$ cat config.mk
export PLATFORM = sky130hd
export DESIGN_NAME = mips_net_iface
export DESIGN_NICKNAME = d
export VERILOG_FILES = /design/src/rtl/noc_ni_pkg.sv /design/src/rtl/ni_fifo.sv /design/src/rtl/mips_net_iface.sv
export SDC_FILE = /design/constraint.sdc
export NUM_CORES = 1
export LEC_CHECK = 0
export ABC_AREA = 1
export BUFFER_PORTS_ARGS = -buffer_cell sky130_fd_sc_hd__buf_2
export CORE_ASPECT_RATIO = 2
export CORE_MARGIN = 2
export CORE_UTILIZATION = 46
export DETAILED_ROUTE_END_ITERATION = 7
export GPL_ROUTABILITY_DRIVEN = 0
export PLACE_DENSITY = 0.65
export SETUP_SLACK_MARGIN = 0.5
export SYNTH_ARGS = -nofsm -noshare
export SYNTH_HDL_FRONTEND = slang
export SYNTH_SLANG_ARGS = --single-unit
export TNS_END_PERCENT = 20
$ cat constraint.sdc
create_clock -name clk -period 7.5 [get_ports clk]
set_input_delay 1.5 -clock clk [delete_from_list [all_inputs] [get_ports clk]]
set_output_delay 1.5 -clock clk [all_outputs]
set_load 0.03 [all_outputs]
$ cat src/rtl/noc_ni_pkg.sv
// ---------------------------------------------------------------------------
// noc_ni_pkg
// Shared definitions for the MIPS network interface: flit geometry, flit
// type codes, TX/RX FSM state encodings and a head-flit builder.
// ---------------------------------------------------------------------------
package noc_ni_pkg;

    localparam int FLIT_W = 34;
    localparam int DATA_W = 32;
    localparam int NODE_W = 2;

    localparam logic [1:0] FLIT_HEAD = 2'b01;
    localparam logic [1:0] FLIT_TAIL = 2'b10;

    typedef enum logic [1:0] {
        T_IDLE = 2'd0,
        T_HEAD = 2'd1,
        T_TAIL = 2'd2
    } tx_state_t;

    typedef enum logic {
        R_HEAD = 1'b0,
        R_TAIL = 1'b1
    } rx_state_t;

    // HEAD flit: type in [33:32], src in [3:2], dest in [1:0], rest zero.
    function automatic logic [FLIT_W-1:0] mk_head(input logic [NODE_W-1:0] dest,
                                                  input logic [NODE_W-1:0] src);
        return {FLIT_HEAD, {(DATA_W-2*NODE_W){1'b0}}, src, dest};
    endfunction

endpackage

$ cat src/rtl/ni_fifo.sv
// ---------------------------------------------------------------------------
// ni_fifo
// Synchronous FIFO with occupancy counter and fall-through read port.
// Ports:
//   clk, rst        clock, synchronous active-high reset (empties FIFO)
//   i_push, i_wdata write request / data (ignored when full)
//   i_pop           read request (ignored when empty)
//   o_rdata         entry at the head (valid when !o_empty)
//   o_full, o_empty occupancy flags, derived from the current count
//   o_count         number of stored entries
// ---------------------------------------------------------------------------
module ni_fifo #(
    parameter int W     = 32,
    parameter int DEPTH = 4,
    localparam int AW   = $clog2(DEPTH),
    localparam int CW   = AW + 1
) (
    input  logic          clk,
    input  logic          rst,
    input  logic          i_push,
    input  logic [W-1:0]  i_wdata,
    input  logic          i_pop,
    output logic [W-1:0]  o_rdata,
    output logic          o_full,
    output logic          o_empty,
    output logic [CW-1:0] o_count
);

    logic [W-1:0]  r_mem [DEPTH];
    logic [AW-1:0] r_wr_ptr;
    logic [AW-1:0] r_rd_ptr;
    logic [CW-1:0] r_count;
    logic          w_push;
    logic          w_pop;

    assign o_full  = (r_count == CW'(DEPTH));
    assign o_empty = (r_count == '0);
    assign o_count = r_count;
    assign o_rdata = r_mem[r_rd_ptr];

    // Flags come from the registered count, so a push on a full FIFO is
    // refused even if a pop happens in the same cycle.
    assign w_push = i_push && !o_full;
    assign w_pop  = i_pop  && !o_empty;

    // Storage needs no reset: entries are only read once counted in.
    always_ff @(posedge clk) begin
        if (w_push) r_mem[r_wr_ptr] <= i_wdata;
    end

    // Pointers are AW bits wide and DEPTH is a power of two, so they wrap
    // modulo DEPTH on their own.
    always_ff @(posedge clk) begin
        if (rst) begin
            r_wr_ptr <= '0;
            r_rd_ptr <= '0;
            r_count  <= '0;
        end else begin
            if (w_push) r_wr_ptr <= r_wr_ptr + AW'(1);
            if (w_pop)  r_rd_ptr <= r_rd_ptr + AW'(1);
            case ({w_push, w_pop})
                2'b10:   r_count <= r_count + CW'(1);
                2'b01:   r_count <= r_count - CW'(1);
                default: r_count <= r_count;
            endcase
        end
    end

endmodule

$ cat src/rtl/mips_net_iface.sv
// ---------------------------------------------------------------------------
// mips_net_iface
// Network interface for the MIPS core's NoC port. Core sends are queued in
// a TX FIFO and emitted as HEAD+TAIL packets to the router; inbound router
// packets are checked, reduced to their payload and queued in an RX FIFO
// that the core drains with proc_ready_in.
// Ports:
//   clk, rst                    clock, synchronous active-high reset
//   proc_valid, dest_add, NI_in core send request, destination, payload
//   proc_ready_in               core accepts an inbound message
//   mips_ni                     inbound message pending
//   data_valid, wd_NI           one-cycle delivery strobe and payload
//   tx_full, tx_drop            TX FIFO full, sticky dropped-send flag
//   rx_err                      sticky malformed-inbound-sequence flag
//   out_flit/out_valid/out_ready   flit stream to router
//   in_flit/in_valid/in_ready      flit stream from router
// ---------------------------------------------------------------------------
module mips_net_iface
    import noc_ni_pkg::*;
#(
    parameter logic [NODE_W-1:0] NODE_ID    = '0,
    parameter int                FIFO_DEPTH = 4
) (
    input  logic              clk,
    input  logic              rst,
    input  logic              proc_valid,
    input  logic [NODE_W-1:0] dest_add,
    input  logic [DATA_W-1:0] NI_in,
    input  logic              proc_ready_in,
    output logic              mips_ni,
    output logic              data_valid,
    output logic [DATA_W-1:0] wd_NI,
    output logic              tx_full,
    output logic              tx_drop,
    output logic              rx_err,
    output logic [FLIT_W-1:0] out_flit,
    output logic              out_valid,
    input  logic              out_ready,
    input  logic [FLIT_W-1:0] in_flit,
    input  logic              in_valid,
    output logic              in_ready
);

    localparam int CW   = $clog2(FIFO_DEPTH) + 1;
    localparam int TX_W = NODE_W + DATA_W;

    // ------------------------------------------------------------------ TX
    tx_state_t         r_tx_state, w_tx_next;
    logic [TX_W-1:0]   w_tx_rdata;
    logic              w_tx_full, w_tx_empty;
    logic [CW-1:0]     w_tx_count;
    logic              w_tx_push, w_tx_pop;
    logic              r_tx_drop;

    assign w_tx_push = proc_valid && !w_tx_full;
    assign w_tx_pop  = (r_tx_state == T_TAIL) && out_ready;

    ni_fifo #(.W(TX_W), .DEPTH(FIFO_DEPTH)) u_tx_fifo (
        .clk     (clk),
        .rst     (rst),
        .i_push  (w_tx_push),
        .i_wdata ({dest_add, NI_in}),
        .i_pop   (w_tx_pop),
        .o_rdata (w_tx_rdata),
        .o_full  (w_tx_full),
        .o_empty (w_tx_empty),
        .o_count (w_tx_count)
    );

    always_ff @(posedge clk) begin
        if (rst) begin
            r_tx_state <= T_IDLE;
            r_tx_drop  <= 1'b0;
        end else begin
            r_tx_state <= w_tx_next;
            if (proc_valid && w_tx_full) r_tx_drop <= 1'b1;
        end
    end

    // The incoming push is folded into the "non-empty" decisions so a send
    // reaches the wire the cycle after proc_valid and packets stream at one
    // per two cycles. The flit is built from the FIFO head, which only moves
    // on the TAIL handshake, so it stays stable while the router stalls.
    always_comb begin
        w_tx_next = r_tx_state;
        out_valid = 1'b0;
        out_flit  = '0;
        case (r_tx_state)
            T_IDLE: begin
                if (!w_tx_empty || w_tx_push) w_tx_next = T_HEAD;
            end
            T_HEAD: begin
                out_valid = 1'b1;
                out_flit  = mk_head(w_tx_rdata[TX_W-1:DATA_W], NODE_ID);
                if (out_ready) w_tx_next = T_TAIL;
            end
            T_TAIL: begin
                out_valid = 1'b1;
                out_flit  = {FLIT_TAIL, w_tx_rdata[DATA_W-1:0]};
                if (out_ready)
                    w_tx_next = (w_tx_count > CW'(1) || w_tx_push) ? T_HEAD : T_IDLE;
            end
            default: w_tx_next = T_IDLE;
        endcase
    end

    assign tx_full = w_tx_full;
    assign tx_drop = r_tx_drop;

    // ------------------------------------------------------------------ RX
    rx_state_t         r_rx_state, w_rx_next;
    logic [DATA_W-1:0] w_rx_rdata;
    logic              w_rx_full, w_rx_empty;
    logic [CW-1:0]     w_rx_cnt_unused;
    logic              w_rx_push, w_rx_pop, w_rx_err_set;
    logic              w_in_acc;
    logic [1:0]        w_in_type;
    logic              r_rx_err;
    logic              r_data_valid;
    logic [DATA_W-1:0] r_wd_ni;

    assign w_in_type = in_flit[FLIT_W-1:DATA_W];
    // In R_TAIL the next flit may carry a payload, so back-pressure there
    // whenever the RX FIFO has no room.
    assign in_ready  = (r_rx_state == R_HEAD) ? 1'b1 : !w_rx_full;
    assign w_in_acc  = in_valid && in_ready;
    assign w_rx_pop  = !w_rx_empty && proc_ready_in;

    ni_fifo #(.W(DATA_W), .DEPTH(FIFO_DEPTH)) u_rx_fifo (
        .clk     (clk),
        .rst     (rst),
        .i_push  (w_rx_push),
        .i_wdata (in_flit[DATA_W-1:0]),
        .i_pop   (w_rx_pop),
        .o_rdata (w_rx_rdata),
        .o_full  (w_rx_full),
        .o_empty (w_rx_empty),
        .o_count (w_rx_cnt_unused)
    );

    // A stray HEAD while waiting for a TAIL abandons the old packet and
    // starts a new one; an illegal type resynchronises on the next HEAD.
    always_comb begin
        w_rx_next    = r_rx_state;
        w_rx_push    = 1'b0;
        w_rx_err_set = 1'b0;
        case (r_rx_state)
            R_HEAD: begin
                if (w_in_acc) begin
                    if (w_in_type == FLIT_HEAD) w_rx_next    = R_TAIL;
                    else                        w_rx_err_set = 1'b1;
                end
            end
            R_TAIL: begin
                if (w_in_acc) begin
                    case (w_in_type)
                        FLIT_TAIL: begin
                            w_rx_push = 1'b1;
                            w_rx_next = R_HEAD;
                        end
                        FLIT_HEAD: w_rx_err_set = 1'b1;
                        default: begin
                            w_rx_err_set = 1'b1;
                            w_rx_next    = R_HEAD;
                        end
                    endcase
                end
            end
            default: w_rx_next = R_HEAD;
        endcase
    end

    always_ff @(posedge clk) begin
        if (rst) begin
            r_rx_state   <= R_HEAD;
            r_rx_err     <= 1'b0;
            r_data_valid <= 1'b0;
            r_wd_ni      <= '0;
        end else begin
            r_rx_state   <= w_rx_next;
            r_data_valid <= w_rx_pop;
            if (w_rx_err_set) r_rx_err <= 1'b1;
            if (w_rx_pop)     r_wd_ni  <= w_rx_rdata;
        end
    end

    assign mips_ni    = !w_rx_empty;
    assign data_valid = r_data_valid;
    assign wd_NI      = r_wd_ni;
    assign rx_err     = r_rx_err;

endmodule

## Word-level counts from Yosys, hierarchy flattened

Memories as Yosys holds them, arrays and structs flattened. A register that Yosys moved wholly into a read port is not among the register bits.
Cells that the tools add are included.

- Add/sub/neg operators: 8
- Order comparisons: 1
- Equality and inequality tests: 13
- Muxes and demuxes: 28
- Bitwise operators: 1
- Reduce and logical (&&, ||, !) cells: 22

Operators by type and width:

| cell | count |
|---|---|
| 34-bit one-hot mux with 2 select lines | 1 |
| 1-bit 2-to-1 mux | 17 |
| 3-bit one-hot mux with 2 select lines | 2 |
| 2-bit 2-to-1 mux | 5 |
| 1-bit logical AND | 9 |
| 2-bit by 1-bit adder with 2-bit output, second input constant | 4 |
| 2-bit by 1-bit == test with 1-bit output, second input constant | 4 |
| 2-bit == test, second input constant | 4 |
| 3-bit by 1-bit adder with 3-bit output, second input constant | 2 |
| 3-bit == test, second input constant | 2 |
| 3-bit zero test | 2 |
| 2-bit != test, second input constant | 3 |
| 2-bit one-hot mux with 3 select lines | 1 |
| 3-bit by 1-bit subtractor with 3-bit output, second input constant | 2 |
| 1-bit zero test | 4 |
| 1-bit one-hot mux with 2 select lines | 2 |
| 2-bit nonzero test | 2 |
| 3-bit by 1-bit > comparator with 1-bit output, second input constant | 1 |
| 3-bit AND reduction | 1 |
| 2-bit zero test | 1 |
| 1-bit logical OR | 2 |
| 2-bit OR reduction | 1 |
| 1-bit inverter | 1 |

- Flip-flop bits (word level): 20
- RAM bits: 264
- Input bits: 74
- Output and inout port bits: 73
- Logic and storage cells: 86
- Memories kept: 2

Memory list:

| name | words | width | rd ports | clocked after Yosys merged registers in | wr ports | line | source |
|---|---|---|---|---|---|---|---|
| u_tx_fifo.r_mem | 4 | 34 | 1 | 1 | 1 | ni_fifo.sv:29 | `logic [W-1:0] r_mem [DEPTH];` |
| u_rx_fifo.r_mem | 4 | 32 | 1 | 1 | 1 | ni_fifo.sv:29 |  |

## Longest topological paths before layout

Gate-level depths: netlist (run 1).

- Depth in word-level cells: 9
- Depth in mapped cells: 12
- Gate-level depth less buffers: 11

## Hierarchy

From an unflattened synthesis (run 1), not the netlist that was laid out.

- Cell total of the unflattened synthesis: 1045
- Area total of the unflattened synthesis: 12600.8 µm²

Modules (own cells, without submodules):

| module | instances | cells an instance | area an instance (µm²) | seq. area each (µm²) |
|---|---|---|---|---|
| ni_fifo (u_tx_fifo) | 1 | 399 | 5524.0 | 4264.1 |
| ni_fifo (u_rx_fifo) | 1 | 379 | 5276.3 | 4023.9 |
| mips_net_iface | 1 | 267 | 1800.5 | 760.7 |

## Worst setup path after synthesis (run 1)

Ideal clock, no wire load.

- Path type: input-to-reg
- Start: input in_flit[32]
- End: memory u_rx_fifo.r_mem[0][0], enable pin
- Library setup time: 0.421 ns
- Arrival time: 3.258 ns
- Data required time: 7.079 ns
- Path slack: 3.821 ns
- Stages on the path: 3
- Path buffers: 0
- Cell sequence: nor2_1 > nand4_2 > nor2_1

- Cells in the longest elaborated chain, start to end: 7

Ends and longest elaborated chain:

| item | line | source |
|---|---|---|
| from (decl) | mips_net_iface.sv:39 | `input logic [FLIT_W-1:0] in_flit,` |
| 2-bit == test | mips_net_iface.sv:156 | `case (w_in_type)` |
| 1-bit 2-to-1 mux | mips_net_iface.sv:156 |  |
| 1-bit 2-to-1 mux | mips_net_iface.sv:155 | `if (w_in_acc) begin` |
| 1-bit 2-to-1 mux | mips_net_iface.sv:147 | `case (r_rx_state)` |
| 1-bit logical AND | ni_fifo.sv:43 | `assign w_push = i_push && !o_full;` |
| 1-bit 2-to-1 mux | ni_fifo.sv:48 | `if (w_push) r_mem[r_wr_ptr] <= i_wdata;` |
| 1-bit 2-to-1 mux (implied by the code) | ni_fifo.sv:48 |  |
| to (decl) | ni_fifo.sv:29 |  |

Every way passes these cells.

==> flow_summary.ini, run 1 <==
[sta]
max_freq_ghz = 0.230
maxSlewViolCount = 0
fin_crit_ns = 4.34
max_slew_margin = 0.245
fin_setup_tns_ns = 0
min_period_over_period = 0.579
rsz0062_at_grt = false
tightest_slew_ns = 1.13
hold_slack_ns = 0.462
setup_viol = 0
finalHoldViolations = 0
finalClockSkew_ns = 0.00695

[floorplanning]
design.die.area_um2 = 28500
die_h_um = 237
core_area_um2 = 26800
row_count = 85
io_pins = 147
die_w_um = 120
initial_core_util = 0.464

[synthesis]
netlist_instances = 1016
yosysSeqAreaShare = 0.724
synthDistinctLibCells = 28
ys_ff_latch = 318
synth_xor_area_frac = 0.00141
synth_mux_area_frac = 0
synth_compound_area_frac = 0.109
syn_area_um2 = 12400
syn_avg_cell_area_um2 = 12.3
syn-num-nets = 1110
synthSimpleGateAreaFrac = 0.104
ys_warn_count = 0
synthAdderAreaFrac = 0.0207
synth_top_family_by_area = compound AO/OA/AOI/OAI gates

[worst_setup_path]
cp-endpoint = out_flit[0]
r2r_slack_ns = 4.88
critPathLaunchType = register
crit_path_top_delay_cell = inv_2
end_kind = output port
crit-reg2reg-launch = u_rx_fifo.o_count[1]
reg2reg_depth = 11
crit_fanout = 69
critical_path_class = reg2out
r2r-end = u_rx_fifo.o_count[2]
worstPathRequired_ns = 6.00
critPathMaxStageDelay_ns = 0.64
arrival_ns = 2.84
crit_chain = buf_4 -> inv_2 -> o21ai_0 -> o22ai_1 -> nand3_1 -> nand2_1 -> buf_2

[cells_and_area]
final_nets = 1240
multiInputGateArea_um2 = 2980
fillers = 2332
instances_no_fill = 1514
final_common_cell = edfxtp_1
area.growth.synth_to_final_pct = 14.4
ff_latch_area_um2 = 9010
drive_gt1_frac = 0.215
final_cell_mix = 264 x edfxtp_1, 245 x nor2_1, 146 x buf_2
final_cell_area_um2 = 14200

[clock_tree]
cts_made_buffers = 26
clk-insertion-delay-late_ns = 0.54
cts-root-buf = clkbuf_16
cts_hold_buf = 0
clock_path_buffers = 3
clock_sinks = 318
cts_htree_levels = 1
clk_pin_slew_ns = 0.07
cts_setup_buffers = 0
ctsResizeCount = 0
cts_tree = built

[route]
routedWlPerCell_um = 16.4
postRouteAntennaNets = 0
routed_wl_um = 24900
vias_per_cell = 5.15
dr_total_vias = 7795
drt_iter0_markers = 421
drtPass1Iterations = 6
drc = 0

[power]
pwr-share-seq = 0.541
comb_power_share = 0.104
internal_power_w = 0.00279
switchingPower_w = 0.000886
peakVddDrop_mv = 0.227
p_sw_frac = 0.241
powerDensity_nw_per_um2 = 258
p_clk_frac = 0.355
p_leak_nw = 5.27

[place]
io_buffers = 146
place_area_um2 = 13400
place_hpwl_um = 14700
dp_cells = 1466

[status]
status = completed

[global_routing]
busiest_layer = met2
use_met1 = 0.176
grt_overflow_total = 0
grt_pass1_wl_um = 38300
grtUsageMet3 = 0.0284
grtUsageMet2 = 0.340
grt_util_all_layers = 0.173
grt_max_degree = 70
grt_pass1_vias = 7659
antenna_found_initial = 1

[hold_path]
hp-class = reg2reg

[run]
maxCapViolCount = 0
layout make-up:
cell class | instances | share of cell area
tap | 348 | 0.0306
sequential | 318 | 0.633
inverter | 41 | 0.0112
antenna | 1 | 0.000176
clock inverter | 14 | 0.00738
clock buffer | 33 | 0.0504
timing repair buffer | 159 | 0.0582
multi-input combinational | 600 | 0.209
cell usage after synthesis:
library cell   number  area share
and3_1              1     0.00050
dlygate4sd1_1       2      0.0014
a21oi_1            47       0.019
nand4_1             2      0.0010
nand4_2             1      0.0010
nand2_1            24      0.0072
fa_1                1      0.0016
inv_6               1     0.00070
clkbuf_1           17      0.0051
buf_6               1     0.00090
xor2_1              2      0.0014
buf_2              25       0.010
nor2_1            253       0.076
o21ai_0           122       0.049
o21ai_1            57       0.023
nor2_2             27       0.014
clkbuf_4            2      0.0012
buf_12              4      0.0064
nand2_4             1     0.00090
ha_1               19       0.019
edfxtp_1          264        0.64
dfxtp_1            54       0.087
nand3_2             1     0.00080
o22ai_1            36       0.018
buf_4               6      0.0036
inv_1              31      0.0093
nand3_1             6      0.0024
inv_2               9      0.0027
state kept, by name (all words and copies together), names as in the netlist, 2 cells and up, named ones only:
register,cells
u_rx_fifo.o_count,3
u_tx_fifo.r_rd_ptr,2
u_tx_fifo.o_count,3
r_tx_state,2
u_rx_fifo.r_wr_ptr,2
u_tx_fifo.r_wr_ptr,2
u_tx_fifo.r_mem,136
u_rx_fifo.r_mem,128
wd_NI,32
u_rx_fifo.r_rd_ptr,2
stage by stage:
| stage | total power [W] | utilization | setup slack, ns |
|---|---|---|---|
| 3_3_place_gp | 0.00241 | 0.501 | 3.71 |
| 5_1_grt | 0.00382 | 0.531 | 2.92 |
| 3_5_place_dp | 0.00241 | 0.501 | 3.69 |
| 6_report | 0.00367 | 0.531 | 3.16 |
| 4_1_cts | 0.00371 | 0.531 | 3.11 |
| 2_1_floorplan | 0.00229 | - | 3.82 |
per-layer routing:
metal	up-vias	wire length, µm	share of wire
li1	3830	-	-
met5	-	13	0.00052
met2	183	13800	0.56
met4	2	635	0.026
met1	3733	9140	0.37
met3	47	1240	0.050
cell families after synthesis:
logic type / after synthesis
adders and majority gates: 20
buffers and inverters: 98
xor gates and xnor gates: 2
DFF: 318
AOI/OAI and AO/OA: 262
and+or+nand+nor: 316
power by group through the flow:
stage	sequential (W)	combinational (W)	clock (W)
3_5_place_dp	0.00202	0.000385	0
6_report	0.00199	0.000383	0.00130
5_1_grt	0.00199	0.000422	0.00141
4_1_cts	0.00199	0.000387	0.00134
2_1_floorplan	0.00203	0.000257	0
3_3_place_gp	0.00202	0.000381	0
critical path: cells and delay by family (launching register included):
kind            cells  cell delay, ns
buf+inv             3            1.38
compound gates      2            0.44
flops               1            0.31
simple gates        2            0.12
worst min path at each step:
stage,startpoint,endpoint,slack [ns],cells past startpoint
finish,rx_err,rx_err,0.46,2
CTS,tx_drop,tx_drop,0.47,2
global placement,tx_drop,tx_drop,0.46,2
floorplan,u_tx_fifo.r_rd_ptr[1],register,0.44,2
global route,rx_err,rx_err,0.50,2
detailed placement,tx_drop,tx_drop,0.46,2
No activity file was read; power rests on OpenSTA's default activity.
==> inputs of run 2 (changes only) <==
Clock period 7.5 ns to 4.05 ns, I/O delays scaled along.
==> run 2 against run 1 <==
Against the previous run: sequential power is 85% higher; combinational power is 84% higher; sequential share of layout area is 0.18 points lower; clock power is 90% higher; critical path depth is 1 lower; clock-buffer cell count is 5 higher; critical endpoint is now out_flit[15]; largest cell class unchanged.
==> flow_summary.ini, run 2 (same netlist as run 1, synthesis figures left out) <==
[cells_and_area]
largest_reg_flops = 136
drive_gt1_frac = 0.215
final_cell_mix = 264 x edfxtp_1, 245 x nor2_1, 146 x buf_2
final_common_cell = edfxtp_1
area.growth.synth_to_final_pct = 14.7
final_cell_area_um2 = 14300
fillers = 2295
regMostFlops = u_tx_fifo.r_mem
antenna-diode-count = 0
final_nets = 1243

[status]
status = completed

[route]
routed_wl_um = 25400
drtPass1Iterations = 5
routedWlPerCell_um = 16.8
postRouteAntennaNets = 0
dr_total_vias = 7914
vias_per_cell = 5.22
drc = 0
drt_iter0_markers = 519

[worst_setup_path]
crit_chain = inv_1 -> ha_1 -> nand2_1 -> buf_4 -> a21oi_1 -> buf_2
critPathMaxStageDelay_ns = 0.39
crit_fanout = 19
crit_buf_inv = 3
arrival_ns = 2.48
cp_top_family = buffers and inverters
critical_path_class = reg2out
worstPathRequired_ns = 3.24
end_kind = output port
crit_path_top_delay_cell = dfxtp_1
critPathLaunchType = register

[clock_tree]
clk-insertion-delay-late_ns = 0.54
cts-root-buf = clkbuf_16
cts_htree_levels = 1
cts_setup_buffers = 0
ctsResizeCount = 0
cts_tree = built
cts_made_buffers = 26
cts_hold_buf = 0
clock_path_buffers = 3
clk_pin_slew_ns = 0.07
clock_sinks = 318

[run]
maxCapViolCount = 0

[power]
p_leak_nw = 5.29
powerDensity_nw_per_um2 = 480
peakVddDrop_mv = 0.360

[global_routing]
grt_max_degree = 69
grt_util_all_layers = 0.177
grt_overflow_total = 0
grt_pass1_wl_um = 39700
grt_pass1_vias = 7817
antenna_found_initial = 1

[hold_path]
hp-class = reg2reg

[place]
place_area_um2 = 13400
io_buffers = 146
place_hpwl_um = 15400

[floorplanning]
io_pins = 147
core_area_um2 = 26800
die_h_um = 237
row_count = 85
initial_core_util = 0.464
die_w_um = 120
design.die.area_um2 = 28500

[sta]
finalHoldViolations = 0
setup_viol = 0
maxSlewViolCount = 0
max_slew_margin = 0.458
fin_crit_ns = 3.29
min_period_over_period = 0.813
fin_setup_tns_ns = 0
finalClockSkew_ns = 0.0228
max_freq_ghz = 0.304
rsz0062_at_grt = false
tightest_slew_ns = 0.811
==> run 2: cell types whose count changed in the layout (fill, tap and decap cells not counted) <==
cell and change:
buf_4 +3, clkbuf_8 +3, clkinv_2 -3, clkbuf_1 +2, clkinv_1 +1, clkinv_4 -1
clkinvlp_4 -1, diode_2 -1
==> run 2: final timing paths <==
check,depth (start not counted),to,slack (ns),start
setup / recovery,6,out_flit[15],0.76,r_tx_state[0]
hold / removal,2,tx_drop,0.45,tx_drop
setup reg to reg,11,u_rx_fifo.o_count[2],1.90,u_rx_fifo.o_count[1]
hold reg to reg,2,tx_drop,0.45,tx_drop
==> run 2: layout make-up <==
cell class	count	area, µm²	area share
inverters	41	159	0.0111
repair buffers	162	851	0.0596
flip-flops and latches	318	9010	0.631
well taps	348	435	0.0305
clock inverters	10	77.6	0.00543
multi-input cells	600	2980	0.209
clock buffers	38	767	0.0537
==> run 2: worst register-to-register path, stage by stage (launching register included) <==
cell     delay [ns]
dfxtp_1        0.35
inv_2          0.07
nand3_2        0.11
nand2_4        0.27
inv_2          0.17
ha_1           0.15
inv_1          0.07
fa_1           0.37
a21oi_1        0.15
o21ai_0        0.12
o21ai_0        0.16
a21oi_1        0.06
==> run 2: metal layers <==
layer / wire length, µm / part of all wire / GRT usage
met2: 14000 / 0.55 / 0.348
met5: 13 / 0.00051 / 0
met4: 565 / 0.022 / 0.0603
met3: 1280 / 0.050 / 0.0236
met1: 9550 / 0.38 / 0.189
==> run 2: power by group <==
part | total, W | internal, W | switching [W] | leakage (nW)
clock | 0.00247 | 0.00138 | 0.00109 | 0.415
sequential | 0.00368 | 0.00364 | 0.0000369 | 2.84
combinational | 0.000706 | 0.000199 | 0.000507 | 2.04
total | 0.00685 | 0.00522 | 0.00163 | 5.29
==> run 2: through the flow <==
stage | setup slack (ns) | utilization | hold WS [ns] | total power [W] | instances
2_1_floorplan | 1.06 | - | 0.442 | 0.00423 | 1016
3_3_place_gp | 1.40 | 0.501 | 0.438 | 0.00445 | 1469
3_5_place_dp | 1.31 | 0.501 | 0.442 | 0.00446 | 1469
4_1_cts | 0.718 | 0.533 | 0.452 | 0.00692 | 1517
5_1_grt | 0.582 | 0.533 | 0.463 | 0.00712 | 1517
6_report | 0.756 | 0.533 | 0.450 | 0.00685 | 1517
